$ cat src/rtl/im_pkg.sv
// im_pkg: shared sizes and loader state encoding for the instruction-memory loader.
package im_pkg;
    localparam int IM_DEPTH = 32;
    localparam int IM_HW_W = 16;
    localparam int IM_AW = 5;
    typedef enum logic [1:0] {IDLE, LO, HI, DONE} im_ld_state_t;
endpackage

$ cat src/rtl/im_store.sv
// im_store: halfword register array, reset to zero, one write port and two combinational read ports.
module im_store #(
    parameter int DEPTH = 32,
    parameter int HW_W = 16,
    parameter int AW = 5
) (
    input  logic            clk,
    input  logic            reset,
    input  logic            we,
    input  logic [AW-1:0]   waddr,
    input  logic [HW_W-1:0] wdata,
    input  logic [AW-1:0]   raddr0,
    input  logic [AW-1:0]   raddr1,
    output logic [HW_W-1:0] rdata0,
    output logic [HW_W-1:0] rdata1
);
    logic [HW_W-1:0] mem [DEPTH];
    always_ff @(posedge clk) begin
        if (reset) begin
            for (int i = 0; i < DEPTH; i++) mem[i] <= '0;
        end else if (we) begin
            mem[waddr] <= wdata;
        end
    end
    assign rdata0 = mem[raddr0];
    assign rdata1 = mem[raddr1];
endmodule

$ cat src/rtl/im_loader.sv
// im_loader: byte-stream program loader into the instruction store, plus the core fetch port.
module im_loader
    import im_pkg::*;
#(
    parameter int DEPTH = IM_DEPTH,
    parameter int HW_W = IM_HW_W,
    parameter int AW = IM_AW
) (
    input  logic            clk,
    input  logic            reset,
    input  logic            load_start,
    input  logic [AW-1:0]   load_base,
    input  logic [AW:0]     load_count,
    input  logic            s_valid,
    input  logic [7:0]      s_data,
    output logic            s_ready,
    output logic            busy,
    output logic            done,
    output logic            err,
    input  logic [AW-1:0]   pc_5bits,
    output logic [2*HW_W-1:0] ir
);
    localparam logic [AW:0] MAX_COUNT = (AW+1)'(DEPTH);
    im_ld_state_t state;
    logic [AW-1:0] addr;
    logic [AW:0] remaining;
    logic [7:0] lo_byte;
    logic hs, we, bad_count;
    logic [HW_W-1:0] rd_lo, rd_hi;
    assign hs = s_valid && s_ready;
    assign we = (state == HI) && hs;
    assign bad_count = load_count > MAX_COUNT;
    im_store #(.DEPTH(DEPTH), .HW_W(HW_W), .AW(AW)) u_store (
        .clk(clk),
        .reset(reset),
        .we(we),
        .waddr(addr),
        .wdata({s_data, lo_byte}),
        .raddr0(pc_5bits),
        .raddr1(pc_5bits + AW'(1)),
        .rdata0(rd_lo),
        .rdata1(rd_hi)
    );
    // Outputs are registered alongside the state so s_ready never depends on s_valid.
    always_ff @(posedge clk) begin
        if (reset) begin
            state <= IDLE;
            s_ready <= 1'b0;
            busy <= 1'b0;
            done <= 1'b0;
            err <= 1'b0;
            addr <= '0;
            remaining <= '0;
            lo_byte <= '0;
        end else begin
            case (state)
                IDLE: if (load_start) begin
                    err <= bad_count;
                    busy <= 1'b1;
                    if (bad_count || load_count == '0) begin
                        state <= DONE;
                        done <= 1'b1;
                    end else begin
                        state <= LO;
                        s_ready <= 1'b1;
                        addr <= load_base;
                        remaining <= load_count;
                    end
                end
                LO: if (hs) begin
                    lo_byte <= s_data;
                    state <= HI;
                end
                HI: if (hs) begin
                    addr <= addr + AW'(1);
                    remaining <= remaining - (AW+1)'(1);
                    if (remaining == (AW+1)'(1)) begin
                        state <= DONE;
                        s_ready <= 1'b0;
                        done <= 1'b1;
                    end else begin
                        state <= LO;
                    end
                end
                default: begin
                    state <= IDLE;
                    busy <= 1'b0;
                    done <= 1'b0;
                end
            endcase
        end
    end
    // The last entry has no successor: its upper half reads as zero instead of wrapping.
    always_comb ir = busy ? '0 : (pc_5bits == AW'(DEPTH-1)) ? {HW_W'(0), rd_lo} : {rd_hi, rd_lo};
endmodule
$ cat config.mk
export PLATFORM = sky130hd
export DESIGN_NAME = im_loader
export DESIGN_NICKNAME = d
export VERILOG_FILES = /design/src/rtl/im_pkg.sv /design/src/rtl/im_store.sv /design/src/rtl/im_loader.sv
export SDC_FILE = /design/constraint.sdc
export NUM_CORES = 1
export LEC_CHECK = 0
export ABC_CLOCK_PERIOD_IN_PS = 3600
export BUFFER_PORTS_ARGS = -buffer_cell sky130_fd_sc_hd__buf_2
export CORE_ASPECT_RATIO = 1.5
export CORE_UTILIZATION = 58
export DETAILED_ROUTE_END_ITERATION = 12
export PLACE_DENSITY = 0.78
export SKIP_LAST_GASP = 1
export SLEW_MARGIN = 0
export SYNTH_ARGS = -nofsm -noshare
export SYNTH_HDL_FRONTEND = slang
export SYNTH_HIERARCHICAL = 1
export SYNTH_SLANG_ARGS = --single-unit
$ cat constraint.sdc
create_clock -name clk -period 3.6 [get_ports clk]
set_input_delay 0.9 -clock clk [delete_from_list [all_inputs] [get_ports clk]]
set_output_delay 0.9 -clock clk [all_outputs]
set_load 0.005 [all_outputs]
==> results of run 1 <==
==> state kept, by name (all words and copies together) (netlist names) <==
register	cells
busy	1
state	2
addr	5
lo_byte	8
done	1
u_store/mem	512
s_ready	1
remaining	6
err	1
==> worst reg2reg max path, delay by kind of cell, from the launching register on <==
| kind | cells | cell delay [ns] |
|---|---|---|
| fa+ha+maj | 1 | 0.17 |
| buf+inv | 2 | 0.28 |
| flops | 1 | 0.34 |
| simple gates | 5 | 1.69 |
==> stage by stage <==
stage	hold slack, ns	cell area [um^2]	TNS [ns]	cells	util
after floorplan	0.445	30200	0	2536	-
after global placement	0.463	32900	-9.94	3334	0.639
after detailed placement	0.466	32900	-10.13	3334	0.639
after CTS	0.475	36000	-4.24	3463	0.698
after global routing	0.507	37400	-7.11	3513	0.726
final	0.472	37500	-6.18	3515	0.726
==> power by group <==
| group | internal (mW) | switching (mW) | total, mW |
|---|---|---|---|
| Sequential | 7.10 | 0.258 | 7.36 |
| Clock | 2.96 | 2.31 | 5.27 |
| Combinational | 1.66 | 2.19 | 3.85 |
==> area by class of cell <==
cell class | instances | area [um^2]
Sequential cell | 537 | 15900
Multi-Input combinational cell | 1763 | 14500
Fill cell | 3320 | 14100
Timing Repair Buffer | 434 | 4620
Clock buffer | 63 | 1360
Tap cell | 676 | 846
Clock inverter | 29 | 235
Inverter | 11 | 41.3
Antenna cell | 2 | 5.00
==> placed cells by master (no fill, tap or decap), types with 8 or more instances in the layout <==
master,synthesis,final
clkbuf_16,0,62
mux2i_2,0,23
and2_1,529,524
a22o_1,65,51
nand3_2,1,39
nand2_1,80,79
buf_16,0,21
edfxtp_1,512,512
nand3_1,69,31
a22oi_2,0,37
inv_1,10,10
nor2_4,7,9
clkbuf_1,98,10
mux2i_1,523,496
buf_4,36,246
nor3_2,0,11
nor3_1,38,8
a21oi_2,0,9
buf_12,1,57
buf_2,44,57
nand4_1,33,33
a22o_4,0,13
nor3_4,1,20
a31oi_1,32,10
a21oi_1,75,65
dfxtp_1,25,24
clkinv_1,1,15
buf_6,15,35
a31oi_4,0,17
a22oi_1,129,92
clkinv_2,0,8
nor2b_4,0,15
or2_2,35,34
nor2_1,41,41
==> worst max-delay path by stage <==
stage | startpoint | endpoint | cells after the start
floorplan | pc_5bits[0] | ir[23] | 11
global placement | pc_5bits[0] | ir[29] | 12
detailed placement | pc_5bits[0] | ir[29] | 12
CTS | pc_5bits[1] | ir[26] | 14
global route | pc_5bits[1] | ir[16] | 13
finish | pc_5bits[1] | ir[29] | 12
==> kinds of logic (layout without fill, tap and decap cells) <==
| kind of cell | after synthesis | after routing | share of synthesized area |
|---|---|---|---|
| AND/OR/NAND/NOR | 894 | 895 | 0.176 |
| AO/OA/AOI/OAI | 332 | 332 | 0.0782 |
| adder cells (fa/ha/maj) | 9 | 9 | 0.00373 |
| XOR/XNOR | 4 | 4 | 0.00116 |
| multiplexers | 523 | 523 | 0.174 |
| flip-flops | 537 | 537 | 0.526 |
| other | 0 | 2 | 0 |
| buffers and inverters | 237 | 537 | 0.0411 |
==> routing by layer <==
layer / vias up / global-route usage / part of all wire
met1: 11661 / 0.430 / 0.33
met5: - / 0 / 0
met3: 509 / 0.0737 / 0.095
met2: 1691 / 0.656 / 0.48
li1: 9869 / - / -
met4: 0 / 0.312 / 0.089
==> timing repair <==
action,in CTS,in global routing
gates resized for setup,163,180
setup buffers,31,57
endpoints found under the setup margin,32,32
pin swaps,54,82
gates cloned,11,10
==> flow_summary.json, run 1 <==
{
  "num_vias": 23730,
  "run_status": "finished, violations left",
  "grt_max_degree": 58,
  "cts_inserted_buffers": 50,
  "grt_pass1_wl_mm": 149,
  "hp-class": "register to register",
  "yosys-top-cells-area": "edfxtp_1 (51%), mux2i_1 (17%), and2_1 (11%)",
  "drive_gt1_frac": 0.274,
  "ys_ff_latch": 537,
  "start_util": 0.585,
  "synth_cell_types": 61,
  "leakagePower_nw": 15.4,
  "tightestPinTransition_ns": 0.904,
  "rows": 102,
  "dp_slack_ns": -0.540,
  "critPathArrivalTime_ns": 3.03,
  "synth_top_area_frac": 0.510,
  "cts_max_level": 2,
  "hold_depth": 2,
  "min_period_ns": 3.93,
  "core_area_um2": 51600,
  "dr.pass1.iters": 6,
  "min_to": "remaining[1]$_SDFFE_PP0P_",
  "yosys_warnings": 6,
  "io_buffers": 63,
  "yosysMostFrequentCell": "and2_1",
  "fmax_mhz": 255,
  "cp_num_buf_inv": 5,
  "wl_per_cell_um": 30.7,
  "routed_wl_mm": 108,
  "numClockSinks": 537,
  "hold_buffers": 0,
  "die_y_um": 281,
  "power.density_nw_per_um2": 440,
  "critPathMaxStageDelay_ns": 0.24,
  "synth_edf_count": 512,
  "grt_overflow": 0,
  "path_max_fanout": 24,
  "path_delay_family": "buffers and inverters",
  "first_global_vias": 23289,
  "worstPathCellList": "buf_12 -> ha_4 -> xor2_1 -> buf_4 -> and2_4 -> buf_12 -> buf_12 -> a21oi_4 -> a31oi_4 -> nand3_2 -> and2_4 -> buf_2",
  "cap_violations": 0,
  "required_ns": 2.70,
  "netlist_area_um2": 30200,
  "antenna_found_initial": 1,
  "grt_use_total": 0.389,
  "synth_top_area_cell": "edfxtp_1",
  "r2r_slack_ns": 0.77,
  "setup_ws_ns": -0.326,
  "hold_viol": 0,
  "slew_headroom": 0.397,
  "crit_type": "primary input to output pin",
  "r2r-end": "u_store/mem[4][12]$_SDFFCE_PN0P_",
  "cts_tree": "done",
  "synth_fp_nets": 2573,
  "dp_hpwl_mm": 67.7,
  "finalCritPeriodShare": 1.09,
  "globalplace.congestion": 1.02,
  "avgSynthCellArea_um2": 11.9,
  "reg2reg_depth": 8,
  "crit_top_cell": "buf_12",
  "ys_top_cells_by_count": "and2_1 (529), mux2i_1 (523), edfxtp_1 (512)",
  "reg2reg_from": "state[0]$_SDFFE_PP0P_",
  "ctsRootBufferMaster": "clkbuf_16",
  "clock_skew_ns": 0.0179,
  "ys_seq_area_frac": 0.526,
  "start_kind": "primary input",
  "clockBufferDepth": 3,
  "drt_iter0_markers": 2771,
  "die_w_um": 188,
  "ys.flop_type": "edfxtp_1",
  "rsz0062_at_grt": "true",
  "num_io_pins": 64,
  "cp-end-kind": "output pin",
  "die-area_um2": 53000,
  "viasPerCell": 6.75,
  "fin_nets": 2834,
  "clk_pin_slew_ns": 0.06,
  "violations": "setup timing",
  "synth_cells": 2536,
  "worstHoldStart": "remaining[1]$_SDFFE_PP0P_",
  "ant_nets": 0,
  "drv_slew": 0,
  "ir_drop_v": 0.000571,
  "clk_latency_ns": 0.59,
  "power.total_mw": 16.5,
  "area_delta_synth_final_pct": 24.1,
  "drc": 0,
  "slowest_stage": "a31oi_4",
  "setup_violations": 31,
  "synthArstFlopShare": 0
}
Note: power is estimated with default switching activity, not from simulation.
==> inputs of run 2 (changes only) <==
Settings changed: CORE_ASPECT_RATIO 1.5 to default, MAX_ROUTING_LAYER from default to met4.
==> run 2 against run 1 <==
Compared with the run above: the run still ends with setup timing left; utilization decreased by 2.8 points; design area shrank 4.1%; die area about the same; critical endpoint is now ir[19]; highest routed layer unchanged.
==> flow_summary.json, run 2 (synthesized netlist as in run 1, its figures left out) <==
{
  "grt_pass1_wl_mm": 141,
  "required_ns": 2.70,
  "start_kind": "primary input",
  "viasPerCell": 6.63,
  "grt_max_degree": 58,
  "grt_overflow": 0,
  "ir_drop_v": 0.000420,
  "num_vias": 22557,
  "path_max_fanout": 8,
  "cap_violations": 0,
  "setup_violations": 32,
  "clockBufferDepth": 3,
  "power.total_mw": 16.5,
  "final_cells": 3402,
  "finalCritPeriodShare": 1.07,
  "core_area_um2": 51400,
  "dpl_cell_area_um2": 32300,
  "area_delta_synth_final_pct": 19.0,
  "routed_wl_mm": 98.6,
  "antenna_found_initial": 3,
  "die_w_um": 230,
  "drive_gt1_frac": 0.223,
  "drc": 0,
  "dr.pass1.iters": 6,
  "crit_type": "primary input to output pin",
  "final.setup.tns_ns": -5.29,
  "run_status": "finished, violations left",
  "wl_per_cell_um": 29.0,
  "reg.largest.list": "u_store/mem: 512 flops, lo_byte: 8 flops, remaining: 6 flops",
  "hold_viol": 0,
  "cp-end-kind": "output pin",
  "cts_tree": "done",
  "die_y_um": 230,
  "largest_reg_flops": 512,
  "fin_nets": 2714,
  "ctsRootBufferMaster": "clkbuf_16",
  "regMostFlops": "u_store/mem",
  "globalplace.congestion": 1.02,
  "numClockSinks": 537,
  "tightestPinTransition_ns": 1.03,
  "min_period_ns": 3.86,
  "cts_inserted_buffers": 55,
  "num_io_pins": 64,
  "final_cell_mix": "and2_1 (520), edfxtp_1 (512), mux2i_1 (504)",
  "power.density_nw_per_um2": 460,
  "dp_slack_ns": -0.616,
  "leakagePower_nw": 14.7,
  "first_global_vias": 21956,
  "fmax_mhz": 259,
  "dp_hpwl_mm": 63.0,
  "critPathArrivalTime_ns": 2.96,
  "io_buffers": 63,
  "clock_skew_ns": 0.0285,
  "final_common_cell": "and2_1",
  "clk_pin_slew_ns": 0.06,
  "violations": "setup timing",
  "slew_headroom": 0.310,
  "drt_iter0_markers": 2996,
  "grt_use_total": 0.374,
  "start_util": 0.587,
  "ant_nets": 0,
  "rsz0062_at_grt": "true",
  "die-area_um2": 52900,
  "hp-class": "register to register",
  "setup_ws_ns": -0.256,
  "rows": 83,
  "clk_latency_ns": 0.63,
  "placed_cells": 3260,
  "drv_slew": 0,
  "final_area_um2": 35900,
  "cts_max_level": 2
}
[run 2: cell types whose count changed in the layout (fill, tap and decap cells not counted), moves of 11 or more]
cell     previous run  this run
nand3_2            39        15
nand3_1            31        55
buf_4             246       151
a31oi_2             5        16
nor3_4             20         7
buf_6              35        20
nor3_1              8        22
buf_12             57        41
a31oi_4            17         6
[run 2: power breakdown]
part           switching, mW  internal, mW  leakage (nW)
clock                   2.42          3.22         0.848
combinational           2.05          1.48          8.35
sequential             0.250          7.10          5.49
[run 2: final cells by class]
type	count	area, um^2
multi-input combinational	1763	14000
inverter	11	41.3
timing repair buffer	309	3410
fill	3493	15500
sequential	537	15900
clock buffer	75	1520
clock inverter	25	211
antenna	2	5.00
tap	680	851
[run 2: timing repair]
item	CTS	global route
gates resized for setup	95	143
endpoints found under the setup margin	32	32
cloned	11	7
hold buffers	0	0
buffers inserted	19	5
pin swaps	29	61
[run 2: per-stage QoR]
step                      hold WS [ns]   util
after floorplan                  0.445      -
after global routing             0.516  0.699
after global placement           0.455  0.628
after detailed placement         0.472  0.628
final                            0.479  0.699
after CTS                        0.480  0.682
[run 2: final timing paths]
| kind | from | cells after the start | to | slack [ns] |
|---|---|---|---|---|
| worst max register to register | state[0]$_SDFFE_PP0P_ | 8 | u_store/mem[0][0]$_SDFFCE_PN0P_ | 0.73 |
| worst min-delay path | remaining[1]$_SDFFE_PP0P_ | 2 | remaining[1]$_SDFFE_PP0P_ | 0.48 |
| worst min register to register | remaining[1]$_SDFFE_PP0P_ | 2 | remaining[1]$_SDFFE_PP0P_ | 0.48 |
| worst max-delay path | pc_5bits[1] | 12 | ir[19] | -0.26 |
[run 2: layer usage]
| layer | routed length (um) | share of wire | global-route usage |
|---|---|---|---|
| met4 | 6840 | 0.069 | 0.237 |
| met2 | 45300 | 0.46 | 0.568 |
| met1 | 36300 | 0.37 | 0.464 |
| met5 | 0 | 0 | - |
| met3 | 10100 | 0.10 | 0.0655 |
[run 2: worst max-delay path, cell delays in order]
cell and delay (ns):
buf_8 0.10, ha_4 0.28, buf_12 0.17, buf_16 0.16, mux2i_2 0.28, a22o_1 0.24, nor3_2 0.08, a31oi_1 0.18
buf_4 0.16, nand3_1 0.08, and2_4 0.18, buf_2 0.13
